### config.mk
export PLATFORM = sky130hd
export DESIGN_NAME = mole_field_ctrl
export DESIGN_NICKNAME = d
export VERILOG_FILES = /design/src/rtl/mole_field_ctrl.sv
export SDC_FILE = /design/constraint.sdc
export NUM_CORES = 1
export LEC_CHECK = 0
export ABC_AREA = 1
export ABC_CLOCK_PERIOD_IN_PS = 2940
export BUFFER_PORTS_ARGS = -buffer_cell sky130_fd_sc_hd__buf_2
export CAP_MARGIN = 20
export CORE_ASPECT_RATIO = 2
export CORE_MARGIN = 3
export CORE_UTILIZATION = 55
export CTS_BUF_LIST = sky130_fd_sc_hd__clkbuf_4 sky130_fd_sc_hd__clkbuf_8
export DETAILED_ROUTE_END_ITERATION = 12
export PLACE_DENSITY = 0.75
export SLEW_MARGIN = 20
export SYNTH_ARGS = -nofsm -noshare
export SYNTH_HDL_FRONTEND = slang
export SYNTH_SLANG_ARGS = --single-unit
### constraint.sdc
create_clock -name clk -period 2.94 [get_ports clk]
set_input_delay 0.294 -clock clk [delete_from_list [all_inputs] [get_ports clk]]
set_output_delay 0.294 -clock clk [all_outputs]
set_load 0.02 [all_outputs]
### src/rtl/mole_field_ctrl.sv
// mole_field_ctrl
// Game-field controller for the target-lamp game. Lights lamps from the
// LFSR pattern on spawn ticks, ages them out, scores button hits, counts
// misses and times the round (IDLE -> RUN -> OVER).
//
// Optional build macro:
//   MISS_PENALTY_EN - in RUN, a press on an unlit lane subtracts 1 from the
//                     score (saturating at 0), applied after hits are added.
//
// Ports:
//   clk        in   system clock, rising edge
//   rst        in   synchronous active-high reset
//   tick       in   one-clk game-timebase pulse
//   start      in   one-clk pulse that begins a round from IDLE/OVER
//   prn[4:0]   in   lane-select pattern
//   spawn_t    in   spawn trigger (qualified by tick)
//   btn[4:0]   in   one-clk press pulses, one per lane
//   lamp[4:0]  out  lit-target lamps
//   score[7:0] out  hit count, saturating
//   miss[7:0]  out  expired-target count, saturating
//   time_left  out  remaining round ticks (16 bits)
//   game_over  out  high in OVER
module mole_field_ctrl #(
    parameter int LIFE_TICKS = 8,
    parameter int GAME_TICKS = 200
) (
    input  logic        clk,
    input  logic        rst,
    input  logic        tick,
    input  logic        start,
    input  logic [4:0]  prn,
    input  logic        spawn_t,
    input  logic [4:0]  btn,
    output logic [4:0]  lamp,
    output logic [7:0]  score,
    output logic [7:0]  miss,
    output logic [15:0] time_left,
    output logic        game_over
);

    localparam int LW = $clog2(LIFE_TICKS + 1);

    typedef enum logic [1:0] {
        S_IDLE = 2'd0,
        S_RUN  = 2'd1,
        S_OVER = 2'd2
    } state_t;

    state_t              state_q, state_d;
    logic [4:0]          lamp_q, lamp_d;
    logic [7:0]          score_q, score_d;
    logic [7:0]          miss_q, miss_d;
    logic [15:0]         time_q, time_d;
    logic                over_q, over_d;
    logic [4:0][LW-1:0]  life_q, life_d;

    logic [4:0]          hit;
    logic [4:0]          expire;
    logic [4:0]          spawn;
    logic                last_tick;

    function automatic logic [2:0] popcnt5(input logic [4:0] v);
        logic [2:0] c;
        c = 3'd0;
        for (int i = 0; i < 5; i++) begin
            c = c + {2'b00, v[i]};
        end
        return c;
    endfunction

    function automatic logic [7:0] sat_add8(input logic [7:0] a, input logic [2:0] n);
        logic [8:0] s;
        s = {1'b0, a} + {6'b0, n};
        return s[8] ? 8'hFF : s[7:0];
    endfunction

    function automatic logic [7:0] sat_sub8(input logic [7:0] a, input logic [2:0] n);
        return (a < {5'b0, n}) ? 8'h00 : (a - {5'b0, n});
    endfunction

    always_comb begin
        state_d   = state_q;
        lamp_d    = lamp_q;
        score_d   = score_q;
        miss_d    = miss_q;
        time_d    = time_q;
        over_d    = over_q;
        life_d    = life_q;
        hit       = 5'b0;
        expire    = 5'b0;
        spawn     = 5'b0;
        last_tick = 1'b0;

        case (state_q)
            S_IDLE, S_OVER: begin
                if (start) begin
                    state_d = S_RUN;
                    lamp_d  = 5'b0;
                    score_d = 8'd0;
                    miss_d  = 8'd0;
                    time_d  = 16'(GAME_TICKS);
                    over_d  = 1'b0;
                    life_d  = '0;
                end
            end

            S_RUN: begin
                // Hits take priority over expiry and spawn on the same lane.
                hit     = btn & lamp_q;
                score_d = sat_add8(score_q, popcnt5(hit));
`ifdef MISS_PENALTY_EN
                score_d = sat_sub8(score_d, popcnt5(btn & ~lamp_q));
`endif
                lamp_d  = lamp_q & ~hit;
                for (int i = 0; i < 5; i++) begin
                    if (hit[i]) begin
                        life_d[i] = '0;
                    end
                end

                if (tick) begin
                    time_d    = time_q - 16'd1;
                    last_tick = (time_q == 16'd1);
                    for (int i = 0; i < 5; i++) begin
                        if (lamp_q[i] && !hit[i]) begin
                            if (life_q[i] == LW'(1)) begin
                                expire[i] = 1'b1;
                            end else begin
                                life_d[i] = life_q[i] - LW'(1);
                            end
                        end
                    end

                    if (last_tick) begin
                        // Round end clears the field silently: no misses, no spawn.
                        lamp_d  = 5'b0;
                        life_d  = '0;
                        state_d = S_OVER;
                        over_d  = 1'b1;
                    end else begin
                        miss_d = sat_add8(miss_q, popcnt5(expire));
                        lamp_d = lamp_d & ~expire;
                        // Only lanes dark at the start of the cycle may light,
                        // so a lane hit or expired now is not relit.
                        if (spawn_t) begin
                            spawn = prn & ~lamp_q;
                        end
                        lamp_d = lamp_d | spawn;
                        for (int i = 0; i < 5; i++) begin
                            if (expire[i]) begin
                                life_d[i] = '0;
                            end
                            if (spawn[i]) begin
                                life_d[i] = LW'(LIFE_TICKS);
                            end
                        end
                    end
                end
            end

            default: begin
                state_d = S_IDLE;
            end
        endcase
    end

    always_ff @(posedge clk) begin
        if (rst) begin
            state_q <= S_IDLE;
            lamp_q  <= 5'b0;
            score_q <= 8'd0;
            miss_q  <= 8'd0;
            time_q  <= 16'd0;
            over_q  <= 1'b0;
            life_q  <= '0;
        end else begin
            state_q <= state_d;
            lamp_q  <= lamp_d;
            score_q <= score_d;
            miss_q  <= miss_d;
            time_q  <= time_d;
            over_q  <= over_d;
            life_q  <= life_d;
        end
    end

    assign lamp      = lamp_q;
    assign score     = score_q;
    assign miss      = miss_q;
    assign time_left = time_q;
    assign game_over = over_q;

endmodule

## Word-level counts from Yosys, hierarchy flattened

Index checks and enable logic that the tools add are counted.
W data, S select, Z words.

- Bits in registers: 60
- Input port bits: 15
- Output and inout bits: 38
- Word-level logic and storage cells: 140

- $add $sub $neg: 16
- Equal/unequal tests: 12
- Mux-type cells: 75
- Bitwise gates (word level): 8
- Reductions and logical operators: 18

Operators by type and width:

| kind | number |
|---|---|
| $mux W4 | 25 |
| $mux W20 | 3 |
| $mux W8 | 5 |
| $pmux W20 S2 | 1 |
| $mux W5 | 7 |
| $mux W16 | 2 |
| $pmux W16 S2 | 1 |
| $pmux W8 S2 | 2 |
| $mux W1 | 23 |
| $and A5 B5 Y5 | 4 |
| $eq A4 B1 Y1 const B | 5 |
| $sub A4 B1 Y4 const B | 5 |
| $add A8 B3 Y9 | 2 |
| $eq A16 B1 Y1 const B | 1 |
| $sub A16 B1 Y16 const B | 1 |
| $not A5 Y5 | 3 |
| $add A3 B1 Y3 | 4 |
| $pmux W5 S2 | 1 |
| $ne A2 B2 Y1 const B | 4 |
| $reduce_and A4 Y1 | 2 |
| $add A2 B1 Y3 | 2 |
| $mux W2 | 3 |
| $reduce_and A3 Y1 | 2 |
| $logic_and A1 B1 Y1 | 5 |
| 11 further kinds | 16 |

## Logic depth before layout (Yosys ltp)

- Depth in word-level cells: 15
- Gate-level depth with buffers: 18
- Mapped depth without buffers: 18

## Worst setup path after synthesis

No wires, ideal clock.

- Path kind: reg-to-reg
- Start point: register lamp_q[3], in the netlist lamp[3]
- End point: register miss_q[6], in the netlist miss[6]
- Library setup time: 0.116 ns
- Arrival: 2.968 ns
- Data required time: 2.824 ns
- Setup slack: -0.145 ns
- Cell stages (with the launch flop): 17
- Clock period less this slack: 3.085 ns
- Cell sequence: dfxtp_1 inv_1 nor2_1 inv_1 nor2_1 fa_1 inv_1 fa_1 inv_1 ha_1 fa_1 nand2_1 nand2_1 nand3_1 or2_2 nand2_1 a21oi_1

- Longest elaborated chain between the ends: 13

Ends and longest elaborated chain:

| item | RTL line | text |
|---|---|---|
| from (decl) | 50 | `logic [4:0] lamp_q, lamp_d;` |
| from (signal assigned) | 178 | `lamp_q <= lamp_d;` |
| $and A5 B5 Y5 | 109 | `hit = btn & lamp_q;` |
| $logic_not A1 Y1 | 125 | `if (lamp_q[i] && !hit[i]) begin` |
| $logic_and A1 B1 Y1 * | 125 |  |
| $mux W1 * | 125 |  |
| $mux W1 * | 121 | `if (tick) begin` |
| $mux W1 * | 94 | `case (state_q)` |
| $add A3 B1 Y3 * (2 in a row) | 66 | `c = c + {2'b00, v[i]};` |
| $add A8 B3 Y9 * | 73 | `s = {1'b0, a} + {6'b0, n};` |
| $mux W8 * | 74 | `return s[8] ? 8'hFF : s[7:0];` |
| $mux W8 * | 134 | `if (last_tick) begin` |
| $mux W8 * | 121 |  |
| $pmux W8 S2 * | 94 |  |
| to (signal assigned) | 180 | `miss_q <= miss_d;` |
| to (decl) | 52 | `logic [7:0] miss_q, miss_d;` |

Mark *: on every way between the ends. The rest lies on a longest branch, timed or not. The select of a mux whose other input is x is not followed.
A chain may end at the register's enable or synchronous reset.

## Worst setup path in the final report

- Start point: register life_q[5] (netlist name)
- End point: register miss_q[3], in the netlist miss[3]

- Longest elaborated chain between the ends: 14

Ends and longest elaborated chain:

| item | RTL line | text |
|---|---|---|
| from (decl) | 55 | `logic [4:0][LW-1:0] life_q, life_d;` |
| from (signal assigned) | 183 | `life_q <= life_d;` |
| $eq A4 B1 Y1 | 126 | `if (life_q[i] == LW'(1)) begin` |
| $mux W1 | 126 |  |
| $mux W1 | 125 |  |
| $mux W1 | 121 |  |
| $mux W1 | 94 |  |
| $add A1 B1 Y2 | 66 |  |
| $add A2 B1 Y3 | 66 |  |
| $add A3 B1 Y3 (2 in a row) | 66 |  |
| $add A8 B3 Y9 | 73 |  |
| $mux W8 | 74 |  |
| $mux W8 | 134 |  |
| $mux W8 | 121 |  |
| $pmux W8 S2 | 94 |  |

Every way passes these cells. The select of a mux whose other input is x is not followed.

==> flow_metrics.tcl <==
set metrics [dict create \
    status "complete, but fails checks" \
    violations "setup timing" \
    routed_wl_um 12130 \
    core_region_area_um2 7322 \
    slew_violations 0 \
    synth-main-ff-cell "dfxtp_1" \
    design.die.area_um2 8739 \
    nNetsFinal 765 \
    yosys-top-cells-count "182 x nand2_1, 93 x inv_1, 60 x dfxtp_1" \
    die_w_um 67.62 \
    placed_area_um2 4712 \
    crit_type "flop to flop" \
    grt.overflow.total 0 \
    yosysUniqueCellTypes 37 \
    placed_cells 802 \
    n_antenna_cell 0 \
    p_comb_share_pct 20.1 \
    place_congestion 0.9273 \
    power_mw 2.031 \
    worstPathCellList "inv_2, ha_2, nand3_2, nor2_2, fa_1, inv_1, fa_1, inv_1, ha_2, fa_2, nand2_2, nand2_4, nand4_1, nand3_1, nand2_2, a21oi_1" \
    syn_inst 640 \
    fin_ws_ns -0.09543 \
    p_sw_uw 634.9 \
    fin_util_pct 68.40 \
    cts_buffers 9 \
    grt_use_total_pct 30.07 \
    avgRoutedWirePerCell_um 14.81 \
    crit_path_end "miss[3]$_SDFFE_PP0P_" \
    ios 53 \
    critPathLaunchType "flop" \
    dp_slack_ns -0.1897 \
    critical_path_depth 16 \
    power_frac_clock_pct 37.2 \
    synthesis.nets 681 \
    r2r.worst_path.cells 16 \
    holdWs_ns 0.3064 \
    clock_sinks 60 \
    timing.rr.start "life_q[5]$_SDFFE_PP0P_" \
    p_int_mw 1.396 \
    power_leakage_nw 2.309 \
    hold_violations 0 \
    grt_pass1_vias 4352 \
    start_util_pct 57.04 \
    cts_tree "done" \
    synth_warnings 0 \
    netlist_area_um2 4177 \
    fin_area_um2 5009 \
    netlist_top_cells_area "dfxtp_1 29%, nand2_1 16%, inv_1 8.4%, a21oi_1 6.7%, nand3_1 6.5%" \
    worst-path-max-fanout 6 \
    period_share_pct 103.2 \
    r2r_slack_ns -0.1 \
    dp_hpwl_um 9272 \
    setup_violations 7 \
    grt_pass1_wl_um 19930 \
    dieHeight_um 129.2 \
    swShare_pct 31.26 \
    worst_pin_slew_ns 0.7037 \
    final_layout_size_suffix_gt1_share_pct 22.15 \
    htreeDepth 3 \
    rsz0062_at_grt "true" \
    synth.avg_cell_area_um2 6.526 \
    cp_num_buf_inv 3 \
    stdcell_count 819 \
    pwr-share-seq_pct 42.7 \
    num_vias 4558 \
    fp-row-count 44 \
    max_freq_ghz 0.3294 \
    yosysMostFrequentCell "nand2_1" \
    insertion_delay_ns 0.35 \
    ant_nets 0 \
    finalSetupTns_ns -0.3915 \
    drc 0 \
    max_stage_delay_ns 0.48 \
    root_buffer "clkbuf_8" \
    fin_crit_ns 3.035 \
    drtIter0Drc 254 \
    cts.reportedPaths.clkPinSlew_ns 0.06 \
    synth_seq_area_share_pct 28.76 \
    synth_edf_count 0 \
    port_buffers 52 \
    dr.pass1.iters 5 \
    clockBufferDepth 2 \
    drv_cap 0 \
    yosysTopAreaCell "dfxtp_1" \
    antenna_found_initial 0 \
    critPathLaunch "life_q[5]$_SDFFE_PP0P_" \
    hold_path.class "input port to flop" \
    worstReg2RegEnd "miss[3]$_SDFFE_PP0P_" \
    worst_ep_required_time_ns 3.14 \
    areaGrowthSynthToFinish_pct 19.92 \
    crit_slowest_cell "fa_1" \
    via_per_inst 5.565 \
    peakVddDrop_uv 345.3 \
    arrival_ns 3.23 \
    p_per_area_nw_per_um2 405.4 \
    async_flop_share_pct 0 \
    critical_path.endpoint_type "flop" \
    maxSlewHeadroom_pct 53.08 \
    finalClockSkew_ns 0.004961 \
    critPathTopFamily "adder cells" \
    synth_top_cell_area_share_pct 28.76 \
    synth-seq-cells 60 \
    grt_max_degree 33 \
    hold_buffers 0 \
]
kinds of logic after synthesis:
family	share of synthesized area (%)
xor gates and xnor gates	1.048
DFF	28.76
and+or+nand+nor	37.60
adders and majority gates	8.868
buffers and inverters	10.63
AOI/OAI and AO/OA	13.09
layout make-up:
| type | count | area (um2) |
|---|---|---|
| Fill cell | 659 | 2313 |
| Multi-Input combinational cell | 470 | 2616 |
| Sequential cell | 60 | 1209 |
| Timing Repair Buffer | 84 | 500.5 |
| Clock inverter | 2 | 35.03 |
| Tap cell | 92 | 115.1 |
| Clock buffer | 12 | 158.9 |
| Inverter | 99 | 374.1 |
routing by layer:
layer / track usage (%) / vias to the layer above / wire length (um)
met5: 0 / - / 0
met4: 16.39 / 0 / 531
met3: 6.158 / 38 / 582
met2: 56.52 / 141 / 6852
met1: 28.85 / 2158 / 4163
li1: - / 2221 / -
tightest hold or removal path, cell delays in order:
cell and delay, ns:
buf_2 0.10, o21ai_0 0.09, nand2_1 0.07, a21oi_1 0.05
worst min-delay path by stage:
stage	cells past startpoint	to	slack, ns	from
final	4	lamp[1]$_SDFFE_PP0P_	0.31	btn[1]
after global routing	4	life_q[17]$_SDFFE_PP0P_	0.36	btn[4]
after CTS	4	lamp[1]$_SDFFE_PP0P_	0.28	btn[1]
after detailed placement	2	game_over$_SDFFE_PP0P_	0.46	game_over$_SDFFE_PP0P_
after global placement	2	game_over$_SDFFE_PP0P_	0.45	game_over$_SDFFE_PP0P_
after floorplan	2	miss[6]$_SDFFE_PP0P_	0.45	rst
timing repair:
item	CTS	global route
buffers inserted	0	3
hold endpoints to repair	0	0
pin swaps	8	4
setup endpoints to repair	9	16
gates resized for setup	15	13
sequential cells by signal, summed over array words and instances (netlist names):
signal and count:
state_q 2, game_over 1, lamp 5, miss 8
life_q 20, score 8, time_left 16
power groups by stage:
stage               clock network (mW)  registers [mW]  logic (mW)
CTS                              0.765           0.867       0.404
global route                     0.805           0.871       0.454
finish                           0.756           0.868       0.407
detailed placement                   0           0.885       0.401
floorplan                            0           0.905       0.266
global placement                     0           0.883       0.396
layout by cell type (no fill, tap or decap), types with 3 or more instances in the layout:
| cell | synthesis | final |
|---|---|---|
| or2_2 | 3 | 3 |
| nand3_1 | 54 | 51 |
| o21ai_0 | 31 | 30 |
| nor2_4 | 4 | 5 |
| fa_1 | 6 | 4 |
| nand3_4 | 4 | 4 |
| ha_2 | 0 | 3 |
| inv_1 | 93 | 89 |
| ha_1 | 20 | 16 |
| nand4_1 | 19 | 19 |
| a22oi_1 | 4 | 4 |
| buf_2 | 2 | 52 |
| dfxtp_2 | 0 | 3 |
| dfxtp_1 | 60 | 56 |
| nand3_2 | 1 | 4 |
| buf_4 | 1 | 32 |
| clkbuf_8 | 0 | 11 |
| nor2_2 | 6 | 9 |
| o21ai_1 | 5 | 6 |
| nor2_1 | 51 | 47 |
| xnor2_1 | 5 | 5 |
| nand2_1 | 182 | 177 |
| nand2_2 | 5 | 8 |
| nand2_4 | 2 | 4 |
| a21oi_1 | 56 | 54 |
| inv_2 | 4 | 8 |
Power figures use the tool's default switching activity.
